[config.mk]
export PLATFORM = sky130hd
export DESIGN_NAME = reg_dump_tx
export DESIGN_NICKNAME = d
export VERILOG_FILES = /design/src/rtl/reg_dump_tx.sv
export SDC_FILE = /design/constraint.sdc
export NUM_CORES = 1
export LEC_CHECK = 0
export ABC_CLOCK_PERIOD_IN_PS = 7050
export BUFFER_PORTS_ARGS = -buffer_cell sky130_fd_sc_hd__buf_2
export CAP_MARGIN = 40
export CELL_PAD_IN_SITES_DETAIL_PLACEMENT = 1
export CELL_PAD_IN_SITES_GLOBAL_PLACEMENT = 1
export CORE_MARGIN = 4
export CORE_UTILIZATION = 42
export DETAILED_ROUTE_END_ITERATION = 6
export GPL_TIMING_DRIVEN = 0
export PLACE_DENSITY = 0.94
export SETUP_SLACK_MARGIN = 0.1
export SLEW_MARGIN = 25
export SYNTH_ARGS = -nofsm -noshare
export SYNTH_HDL_FRONTEND = slang
export SYNTH_SLANG_ARGS = --single-unit
[constraint.sdc]
create_clock -name inclk -period 7.05 [get_ports inclk]
set_clock_uncertainty 0.2 [all_clocks]
set_input_delay 2.115 -clock inclk [delete_from_list [all_inputs] [get_ports inclk]]
set_output_delay 2.115 -clock inclk [all_outputs]
set_load 0.005 [all_outputs]
[src/rtl/reg_dump_tx.sv]
// reg_dump_tx: walks register-file test port FIRST_REG..LAST_REG and streams
// HEADER, then {idx, data[7:0..31:24]} per register over valid/ready.
// Ports: inclk/rstn clock and async active-low reset; start dump request;
// test_addr/test_data register-file test port; tx_data/tx_valid/tx_ready
// byte stream; busy high outside IDLE; done one-cycle frame-complete pulse.
module reg_dump_tx #(
  parameter int unsigned FIRST_REG = 0,
  parameter int unsigned LAST_REG  = 31,
  parameter logic [7:0]  HEADER    = 8'hA5
) (
  input  logic        inclk,
  input  logic        rstn,
  input  logic        start,
  output logic [31:0] test_addr,
  input  logic [31:0] test_data,
  output logic [7:0]  tx_data,
  output logic        tx_valid,
  input  logic        tx_ready,
  output logic        busy,
  output logic        done
);

  if (LAST_REG < FIRST_REG || LAST_REG > 31) begin : g_bad_range
    $error("reg_dump_tx: invalid FIRST_REG/LAST_REG");
  end

  localparam logic [4:0] FIRST_IDX = 5'(FIRST_REG);
  localparam logic [4:0] LAST_IDX  = 5'(LAST_REG);

  typedef enum logic [2:0] {
    IDLE,
    HDR,
    LOAD,
    SEND,
    DONE
  } state_e;

  state_e      state_q, state_d;
  logic [4:0]  idx_q, idx_d;
  logic [2:0]  cnt_q, cnt_d;
  logic [31:0] snap_q, snap_d;

  always_ff @(posedge inclk or negedge rstn) begin
    if (!rstn) begin
      state_q <= IDLE;
      idx_q   <= '0;
      cnt_q   <= '0;
      snap_q  <= '0;
    end else begin
      state_q <= state_d;
      idx_q   <= idx_d;
      cnt_q   <= cnt_d;
      snap_q  <= snap_d;
    end
  end

  // Outputs decode from state flops only, so a reset clears them
  // without waiting for a clock edge.
  always_comb begin
    state_d   = state_q;
    idx_d     = idx_q;
    cnt_d     = cnt_q;
    snap_d    = snap_q;
    test_addr = {27'b0, idx_q};
    tx_data   = '0;
    tx_valid  = 1'b0;
    busy      = 1'b1;
    done      = 1'b0;
    unique case (state_q)
      IDLE: begin
        busy      = 1'b0;
        test_addr = '0;
        if (start) begin
          state_d = HDR;
          idx_d   = FIRST_IDX;
        end
      end
      HDR: begin
        tx_valid = 1'b1;
        tx_data  = HEADER;
        if (tx_ready) state_d = LOAD;
      end
      LOAD: begin
        snap_d  = test_data;
        cnt_d   = '0;
        state_d = SEND;
      end
      SEND: begin
        tx_valid = 1'b1;
        unique case (cnt_q)
          3'd0:    tx_data = {3'b0, idx_q};
          3'd1:    tx_data = snap_q[7:0];
          3'd2:    tx_data = snap_q[15:8];
          3'd3:    tx_data = snap_q[23:16];
          3'd4:    tx_data = snap_q[31:24];
          default: tx_data = '0;
        endcase
        if (tx_ready) begin
          if (cnt_q == 3'd4) begin
            if (idx_q == LAST_IDX) begin
              state_d = DONE;
            end else begin
              idx_d   = idx_q + 5'd1;
              state_d = LOAD;
            end
          end else begin
            cnt_d = cnt_q + 3'd1;
          end
        end
      end
      DONE: begin
        done    = 1'b1;
        state_d = IDLE;
      end
      default: state_d = IDLE;
    endcase
  end

endmodule

==> impl_metrics.csv <==
group,metric,value,unit
floorplanning,boundaryPins,79,
cells_and_area,area_growth,23.1,%
pwr,powerDensity,356,nW/um^2
flow_run,cap_viol_max_count,0,
routing,drc,0,
clocking,clk_latency,0.29,ns
timing,final.setup.tns,0,ns
clocking,clock_path_buffers,2,
pwr,leakagePower,1.47,nW
synthesis,yosysWarnings,0,
global_route,grt_usage,0.183,
clocking,post-cts-setup-buffer-count,0,
routing,ant_nets,0,
timing,final_max_slew_viol_count,0,
status,outcome,"completed",
timing,rsz0062_at_grt,"false",
synthesis,seq_area_frac_synth,0.448,
worst_setup_path,arrival,2.49,ns
routing,viasPerCell,5.15,
worst_setup_path,r2r_end,"idx_q[1]",
worst_setup_path,cpMaxStageDelayCell,"o31ai_2",
routing,drt_pass1_iterations,4,
synthesis,synth_common_cells,"dfrtp_1, mux2_2, buf_4, nand2_1, nor2b_1",
min_path,worstHoldStart,"snap_q[6]",
synthesis,ys_top_cells_by_area,"dfrtp_1, mux2_2, buf_4",
clocking,htree_num_levels,2,
routing,vias,1878,
worst_setup_path,critPathLaunchType,"register",
synthesis,synth_cell_types,41,
placement,place.gp.congestion,0.758,
floorplanning,core-area,5540,um^2
routing,wire_per_inst,17.1,um
synthesis,yosys_most_used_dff,"dfrtp_1",
worst_setup_path,r2r_setup_slack,4.83,ns
placement,hpwl,4.91,mm
worst_setup_path,crit_chain,"ha_1 -> ha_1 -> clkbuf_1 -> o31ai_2 -> o21ai_0 -> buf_2",
clocking,cts_tree,"yes",
cells_and_area,register_area,1080,um^2
timing,finalSetupViolCount,0,
placement,dp_slack,2.60,ns
worst_setup_path,r2r_cells,6,
cells_and_area,multiInputGateArea,1130,um^2
floorplanning,rows,27,
worst_setup_path,critical_path_required,4.74,ns
synthesis,ys_ff_latch,43,
clocking,postCtsHoldBufs,0,
routing,drt_iter0_drc,54,
global_route,grt_pass1_wl,10.4,mm
floorplanning,start_util,0.434,
timing,fmax,208,MHz
timing,hold_viol_final,0,
clocking,cts_resized,0,
cells_and_area,antenna_cells,0,
global_route,grt_max_degree,25,
synthesis,syn_avg_cell_area,11.6,um^2
synthesis,yosys.area.top_type,"dfrtp_1",
clocking,root_buffer,"clkbuf_8",
timing,fin_ws,2.24,ns
worst_setup_path,max_stage_delay,0.65,ns
clocking,numClockSinks,43,
worst_setup_path,reg2reg_from,"idx_q[0]",
worst_setup_path,end_kind,"output pin",
pwr,peakVddDrop,0.191,mV
cells_and_area,layout.nets,335,
synthesis,synth_top_area_share,0.448,
min_path,hold_path_end,"snap_q[6]",
timing,timing.slew.headroom,0.553,
floorplanning,dieWidth,83.7,um
synthesis,yosysMostFrequentCell,"dfrtp_1",
cells_and_area,fill_cells,650,
global_route,antenna_found_initial,0,
worst_setup_path,crit_type,"register to output pin",
min_path,hp-class,"register to register",
worst_setup_path,crit_fanout,9,
synthesis,synth-edff-count,0,
timing,period_needed,4.81,ns
min_path,hold_depth,1,
timing,min_period_over_period,0.682,
timing,tightest_slew,0.666,ns
worst_setup_path,cpMostUsedCell,"ha_1",
synthesis,synthArstFlopShare,1.00,
placement,portBuffers,51,
clocking,numCtsBuffers,5,
cells_and_area,utilization,0.534,
synthesis,synthCells,207,
synthesis,synth_area,2400,um^2
global_route,overflow,0,
cells_and_area,drive_above_1_share,0.461,
global_route,grt_pass1_vias,2100,
clocking,clkSlewWorstSetupHoldPaths,0.08,ns
routing,wirelength,6.24,mm
floorplanning,die_h,83.7,um
floorplanning,dieArea,7000,um^2
## cell type report
type,instances,area share
Multi-Input combinational cell,149,0.384
Clock buffer,6,0.0245
Timing Repair Buffer,52,0.0956
Clock inverter,2,0.00423
Buffer,37,0.0930
Sequential cell,43,0.364
Inverter,4,0.00507
Tap cell,72,0.0304
## layout by cell type, fill, tap and decap left out, types with 2 or more instances in the layout
cell type  Yosys  routed
a22o_1         4       4
nor3_1         2       2
and3_1         4       4
a222oi_1       5       5
mux2_2        35      35
nand2b_1       3       3
a22oi_1        2       2
buf_2          3      54
dfrtp_1       43      43
o21ai_0        7       7
buf_6          3       3
a311oi_1       2       2
nand2_1        9       9
nor2b_1        8       8
a32o_1         3       3
mux2_1         2       2
conb_1         1      27
buf_4         29      29
clkbuf_1       1       2
clkbuf_8       0       5
inv_1          4       4
nor2_1         5       5
a21oi_1        7       7
ha_1           7       7
## registers in the layout (all words and copies together), names as in the netlist
signal   cells
state_q      3
idx_q        5
snap_q      32
cnt_q        3
## stage by stage
stage | hold slack, ns | cells | area, um^2 | total power, mW
4_1_cts | 0.302 | 365 | 2960 | 1.06
6_report | 0.299 | 365 | 2960 | 1.05
3_5_place_dp | 0.284 | 357 | 2870 | 0.901
3_3_place_gp | 0.276 | 356 | 2850 | 0.859
2_1_floorplan | 0.259 | 233 | 2500 | 0.738
5_1_grt | 0.338 | 365 | 2960 | 1.13
## per-layer routing
metal | track usage | vias to the layer above | wire (um)
met1 | 0.231 | 947 | 2560
met4 | 0.0365 | 0 | 56
met2 | 0.326 | 60 | 3340
li1 | - | 864 | -
met3 | 0.0365 | 7 | 285
met5 | 0 | - | 0
## how the worst max path moves through the flow
| stage | from | endpoint | slack (ns) | depth (start not counted) |
|---|---|---|---|---|
| after CTS | cnt_q[0] | tx_data[7] | 2.26 | 6 |
| final | cnt_q[0] | tx_data[2] | 2.24 | 6 |
| after detailed placement | cnt_q[0] | tx_data[2] | 2.60 | 6 |
| after global routing | cnt_q[0] | tx_data[2] | 2.10 | 6 |
| after floorplan | cnt_q[0] | tx_data[0] | 3.20 | 5 |
| after global placement | cnt_q[2] | tx_data[0] | 2.68 | 7 |
## report_power, final
group          total, mW  internal [mW]  switching (mW)
Combinational      0.467          0.241           0.227
Clock              0.155         0.0693          0.0856
Sequential         0.432          0.356          0.0755
Total               1.05          0.666           0.388
## cell families (layout without fill, tap and decap cells)
family                   after synthesis  count (layout)  share of synthesized area
AO/OA/AOI/OAI                         38              38                      0.121
buffers and inverters                 41             101                      0.121
adder cells (fa/ha/maj)                7               7                     0.0364
multiplexers                          38              38                      0.178
other                                  1              27                    0.00156
AND/OR/NAND/NOR                       39              39                     0.0953
flip-flops                            43              43                      0.448
## critical path, delay by kind of cell, from the launching register on
| family | cells | cell delay [ns] |
|---|---|---|
| adders and majority gates | 2 | 0.43 |
| AOI/OAI and AO/OA | 2 | 0.90 |
| DFF | 1 | 0.45 |
| buffers and inverters | 2 | 0.42 |
Note: power is estimated with default switching activity, not from simulation.
